`config.mk`:
```
export PLATFORM = sky130hd
export DESIGN_NAME = pipe_stage_skid
export DESIGN_NICKNAME = d
export VERILOG_FILES = /design/src/rtl/pipe_pkg.sv /design/src/rtl/pipe_stage_skid_sat_counter.sv /design/src/rtl/pipe_stage_skid.sv
export SDC_FILE = /design/constraint.sdc
export NUM_CORES = 1
export LEC_CHECK = 0
export ABC_AREA = 1
export CORE_MARGIN = 3
export CORE_UTILIZATION = 45
export DETAILED_ROUTE_END_ITERATION = 8
export PLACE_DENSITY = 0.71
export REMOVE_ABC_BUFFERS = 1
export SYNTH_ARGS = -nofsm -noshare
export SYNTH_HDL_FRONTEND = slang
export SYNTH_HIERARCHICAL = 1
export SYNTH_SLANG_ARGS = --single-unit
```
`constraint.sdc`:
```
create_clock -name clk -period 4.7 [get_ports clk]
set_input_delay 1.41 -clock clk [delete_from_list [all_inputs] [get_ports clk]]
set_output_delay 1.41 -clock clk [all_outputs]
set_load 0.01 [all_outputs]
```
`src/rtl/pipe_pkg.sv`:
```
// Shared definitions for the skid-buffered pipeline stage: state encoding and
// the instruction word presented while the stage holds nothing.
package pipe_pkg;

  typedef enum logic [1:0] {
    ST_EMPTY = 2'd0,
    ST_ONE   = 2'd1,
    ST_TWO   = 2'd2
  } state_e;

  localparam logic [31:0] NOP_INSTR = 32'h0000_0000;

endpackage

```
`src/rtl/pipe_stage_skid_sat_counter.sv`:
```
// Saturating event counter: sticks at all-ones instead of wrapping.
module sat_counter #(
  parameter int W = 16
) (
  input  logic         clk,
  input  logic         reset,
  input  logic         clr,
  input  logic         inc,
  output logic [W-1:0] cnt
);

  logic [W-1:0] cnt_q;
  logic [W-1:0] cnt_d;

  always_comb begin
    cnt_d = cnt_q;
    if (clr) begin
      cnt_d = '0;
    end else if (inc && (cnt_q != {W{1'b1}})) begin
      cnt_d = cnt_q + W'(1);
    end
  end

  always_ff @(posedge clk or negedge reset) begin
    if (!reset) begin
      cnt_q <= '0;
    end else begin
      cnt_q <= cnt_d;
    end
  end

  assign cnt = cnt_q;

endmodule

```
`src/rtl/pipe_stage_skid.sv`:
```
// Generic pipeline stage register (PC, instruction, payload) with a 2-entry skid
// buffer. Performance counters are built only when PIPE_STAGE_PERF_EN is defined.
module pipe_stage_skid
  import pipe_pkg::*;
#(
  parameter int DATA_W  = 96,
  parameter int PC_W    = 32,
  parameter int INSTR_W = 32,
  parameter int CNT_W   = 16
) (
  input  logic               clk,
  input  logic               reset,
  input  logic               flush,
  input  logic               in_valid,
  output logic               in_ready,
  input  logic [PC_W-1:0]    in_pc,
  input  logic [INSTR_W-1:0] in_instr,
  input  logic [DATA_W-1:0]  in_data,
  output logic               out_valid,
  input  logic               out_ready,
  output logic [PC_W-1:0]    out_pc,
  output logic [INSTR_W-1:0] out_instr,
  output logic [DATA_W-1:0]  out_data,
  output logic [CNT_W-1:0]   bubble_cnt,
  output logic [CNT_W-1:0]   flush_cnt,
  output logic [1:0]         dbg_state
);

  localparam int ENT_W = PC_W + INSTR_W + DATA_W;
  localparam logic [ENT_W-1:0] NOP_ENT = {{PC_W{1'b0}}, INSTR_W'(NOP_INSTR), {DATA_W{1'b0}}};

  state_e           state_q, state_d;
  logic [ENT_W-1:0] m_q, m_d;
  logic [ENT_W-1:0] s_q, s_d;
  logic             in_ready_q, in_ready_d;
  logic             in_xfer, out_xfer;
  logic [ENT_W-1:0] in_ent;

  // Handshake: an entry moves on a rising edge where valid and ready are both 1;
  // valid never depends on ready, and in_ready is a flop so no comb path backs up.
  assign in_xfer   = in_valid & in_ready_q;
  assign out_xfer  = out_valid & out_ready;
  assign in_ent    = {in_pc, in_instr, in_data};
  assign out_valid = (state_q != ST_EMPTY);

  always_comb begin
    state_d = state_q;
    m_d     = m_q;
    s_d     = s_q;
    if (flush) begin
      state_d = ST_EMPTY;
      m_d     = NOP_ENT;
      s_d     = NOP_ENT;
    end else begin
      case (state_q)
        ST_EMPTY: begin
          if (in_xfer) begin
            state_d = ST_ONE;
            m_d     = in_ent;
          end
        end
        ST_ONE: begin
          if (in_xfer && out_xfer) begin
            m_d = in_ent;
          end else if (in_xfer) begin
            state_d = ST_TWO;
            s_d     = in_ent;
          end else if (out_xfer) begin
            state_d = ST_EMPTY;
            m_d     = NOP_ENT;
          end
        end
        ST_TWO: begin
          if (out_xfer) begin
            state_d = ST_ONE;
            m_d     = s_q;
            s_d     = NOP_ENT;
          end
        end
        default: begin
          state_d = ST_EMPTY;
          m_d     = NOP_ENT;
          s_d     = NOP_ENT;
        end
      endcase
    end
    // Ready for next cycle is known from next state, so it can be registered.
    in_ready_d = (state_d != ST_TWO);
  end

  always_ff @(posedge clk or negedge reset) begin
    if (!reset) begin
      state_q    <= ST_EMPTY;
      m_q        <= NOP_ENT;
      s_q        <= NOP_ENT;
      in_ready_q <= 1'b0;
    end else begin
      state_q    <= state_d;
      m_q        <= m_d;
      s_q        <= s_d;
      in_ready_q <= in_ready_d;
    end
  end

  assign in_ready                      = in_ready_q;
  assign {out_pc, out_instr, out_data} = m_q;
  assign dbg_state                     = state_q;

`ifdef PIPE_STAGE_PERF_EN
  sat_counter #(.W(CNT_W)) u_bubble_cnt (
    .clk   (clk),
    .reset (reset),
    .clr   (1'b0),
    .inc   (out_ready & ~out_valid),
    .cnt   (bubble_cnt)
  );

  // Only flushes that actually discard a held entry are counted.
  sat_counter #(.W(CNT_W)) u_flush_cnt (
    .clk   (clk),
    .reset (reset),
    .clr   (1'b0),
    .inc   (flush & out_valid),
    .cnt   (flush_cnt)
  );
`else
  assign bubble_cnt = '0;
  assign flush_cnt  = '0;
`endif

endmodule

```
==> out/qor.csv <==
stage;metric;value;unit
drt;postRouteWirelength;56.35;mm
timing;setup_tns;0;ps
clocking;tritoncts;done;
floorplan;floorplan.rows;73;
clocking;postCtsSetupBuffers;0;
synth;yosysUniqueCellTypes;22;
worst_setup_path;critical_path_arrival;2020;ps
clocking;clk_transition_reported_paths;60;ps
power_and_ir_drop;internal-power;5.431;mW
drt;routed_wire_length_per_instance;16.49;um
clocking;number_of_cts_inserted_buffers;38;
synth;synth.largest_area_cell;sky130_fd_sc_hd__dfrtp_1;
drt;routed_vias_inst;5.297;
power_and_ir_drop;power_frac_comb;20.9;%
floorplan;initial_utilization;45.72;%
timing;maxClockFrequency;291.9;MHz
final_layout;layout_commonest_cell;sky130_fd_sc_hd__nand2_1;
synth;netlist_area;18210;um2
global_routing;grt.overflow.total;0;
worst_setup_path;crit_path_end_kind;primary output;
power_and_ir_drop;power_density;341.6;nW/um2
worst_setup_path;crit_path_max_fanout;7;
clocking;ctsHtreeMaxLevel;2;
global_routing;globalRouteMet2Util;41.91;%
global_routing;use_met1;34.55;%
timing;clock_skew;11.46;ps
clocking;clk_root_buffer_cell;sky130_fd_sc_hd__clkbuf_16;
timing;timing.slew.headroom;17.42;%
power_and_ir_drop;power.share.clock;38.5;%
min_path;worstHoldPathType;reg2reg;
power_and_ir_drop;switch_share;29.95;%
final_layout;final_util;56.98;%
global_routing;largest_net_degree_at_the_start_of_global_routing;161;
synth;yosysTopAreaCellShare;44.39;%
place;postPlaceCellArea;21440;um2
worst_setup_path;required;3290;ps
worst_setup_path;crit_path_start_kind;register;
power_and_ir_drop;vdd.ir_drop.worst;0.2636;mV
job;max_cap_viol_count;0;
timing;fin_ws;1274;ps
power_and_ir_drop;power.net_switching;2.321;mW
timing;fin_crit;3426;ps
place;pre_cts_slack;932.5;ps
power_and_ir_drop;power.leakage;11.91;nW
final_layout;layout.cell_area.non_filler;22690;um2
drt;drt.antenna.violating_nets;0;
drt;num_vias;18100;
floorplan;dieHeight;207.2;um
timing;drv_slew;0;
global_routing;first_global_vias;17740;
clocking;cts.sinks;323;
drt;drt_drc_violations_left;0;
timing;hold_violations;0;
drt;drtIter0Drc;1268;
final_layout;num-nets-final;3028;
synth;synth.ff_latch_count;323;
final_layout;regArea;8083;um2
timing;worst_pin_slew;1239;ps
final_layout;layout.filler_cells;3823;
clocking;worstSkewPairLatency;550;ps
global_routing;groute.usage.overall;25.82;%
synth;syn_avg_cell_area;6.804;um2
status;run_status;finished, final reports clean;
clocking;cts.repair.resized;0;
global_routing;globalRoute.busiestLayer;met2;
synth;sequential_area_share_after_synthesis;44.39;%
floorplan;floorplan.core_area;39820;um2
floorplan;design.die.area;42910;um2
final_layout;fraction_of_layout_instances_using_a_drive_strength_above_1;3.464;%
final_layout;combined_area_of_the_multi_input_logic_cells;8073;um2
global_routing;grt.met3_usage;6.058;%
timing;report.final.setup_viol;0;
synth;yosys_warnings;6;
place;io_buffers;328;
synth;syn-instance-count;2676;
worst_setup_path;path_class;reg2out;
timing;whs;467.7;ps
floorplan;boundaryPins;361;
synth;top_area_cells_in_the_synthesized_netlist;sky130_fd_sc_hd__dfrtp_1, sky130_fd_sc_hd__nand2_1, sky130_fd_sc_hd__nand3_1, sky130_fd_sc_hd__inv_1, sky130_fd_sc_hd__nor3_1;
clocking;ctsLongestPathBuffers;3;
floorplan;die_width;207.2;um
final_layout;commonest_cells_after_routing_fill_and_taps_aside;sky130_fd_sc_hd__nand2_1, sky130_fd_sc_hd__clkdlybuf4s50_1, sky130_fd_sc_hd__dfrtp_1;
final_layout;signed_area_change_from_the_synthesized_netlist_to_the_final_layout;24.62;%
global_routing;number_of_antenna_violations_at_the_first_check_in_global_routing;7;
place;dpl.hpwl;31.74;mm
drt;first_pass_iters;5;
clocking;cts_hold_buffers;0;
global_routing;grt_first_pass_wirelength;93.00;mm
power_and_ir_drop;seqPwrFrac;40.6;%
place;gp_routability_congestion;0.8203;
timing;grt_setup_unrepaired;false;
timing;post-route-period-util;72.88;%
[power by group through the flow]
stage          sequential [mW]  combinational, mW  clock [mW]
3_5_place_dp              3.19               1.62           0
5_1_grt                   3.17               1.79        3.15
2_1_floorplan             3.23              0.714           0
3_3_place_gp              3.19               1.59           0
4_1_cts                   3.15               1.63        3.04
6_report                  3.15               1.62        2.98
[flip-flops by register name, summed over array words and instances, names as in the netlist]
signal	cells
m_q	160
s_q	160
dbg_state	2
in_ready	1
[cells in the mapped netlist]
master                        n
sky130_fd_sc_hd__nor2_1      67
sky130_fd_sc_hd__buf_6       10
sky130_fd_sc_hd__xor2_1       1
sky130_fd_sc_hd__buf_1       18
sky130_fd_sc_hd__dfrtp_1    323
sky130_fd_sc_hd__clkbuf_1   106
sky130_fd_sc_hd__o21ai_0     91
sky130_fd_sc_hd__nand2_1   1128
sky130_fd_sc_hd__nor3_1     159
sky130_fd_sc_hd__o21ai_2      1
sky130_fd_sc_hd__nand2_2      2
sky130_fd_sc_hd__buf_2       56
sky130_fd_sc_hd__buf_4       49
sky130_fd_sc_hd__a21oi_1      1
sky130_fd_sc_hd__nand4_1     99
sky130_fd_sc_hd__o21ai_1      9
sky130_fd_sc_hd__nor2_4       2
sky130_fd_sc_hd__nand3_1    286
sky130_fd_sc_hd__nor2_2       1
sky130_fd_sc_hd__conb_1       1
sky130_fd_sc_hd__inv_2        5
sky130_fd_sc_hd__inv_1      261
[cell families after synthesis]
kind of cell | count (synthesis) | share of synthesized area [%]
AOI/OAI and AO/OA | 102 | 2.824
xor gates and xnor gates | 1 | 0.04811
and+or+nand+nor | 1744 | 40.50
buffers and inverters | 505 | 12.22
DFF | 323 | 44.39
other | 1 | 0.02060
[layer usage]
metal  routed length (um)  vias to the layer above
li1                     -                     8683
met1                24540                     8605
met2                25880                      707
met3                 4475                      100
met4                 1421                        4
met5                   27                        -
[layout make-up]
type | count | area share, %
Clock buffer | 56 | 5.079
Antenna cell | 5 | 0.05514
Multi-Input combinational cell | 1879 | 35.58
Sequential cell | 323 | 35.62
Timing Repair Buffer | 355 | 15.94
Clock inverter | 8 | 0.3970
Inverter | 266 | 4.433
Tap cell | 525 | 2.895
[worst max-delay path: stages (launching register included)]
cell	delay [ps]
sky130_fd_sc_hd__dfrtp_1	590
sky130_fd_sc_hd__inv_2	140
sky130_fd_sc_hd__nand2_4	120
sky130_fd_sc_hd__clkdlybuf4s50_1	620
[worst paths after layout]
path                         startpoint   endpoint  slack (ps)  depth (start not counted)
hold / removal                  s_q[46]    s_q[46]         470                          2
hold reg to reg                 s_q[46]    s_q[46]         470                          2
min in group asynchronous         reset    m_q[47]         940                          1
setup / recovery           dbg_state[0]  out_valid        1270                          3
setup reg to reg           dbg_state[0]    s_q[23]        1710                         10
max in group asynchronous         reset    m_q[89]        2740                          2
[through the flow]
step / power, mW / cells
floorplan: 3.946 / 2468
global placement: 4.785 / 3348
detailed placement: 4.812 / 3348
CTS: 7.817 / 3412
global route: 8.114 / 3416
finish: 7.752 / 3417
Power figures use the tool's default switching activity.
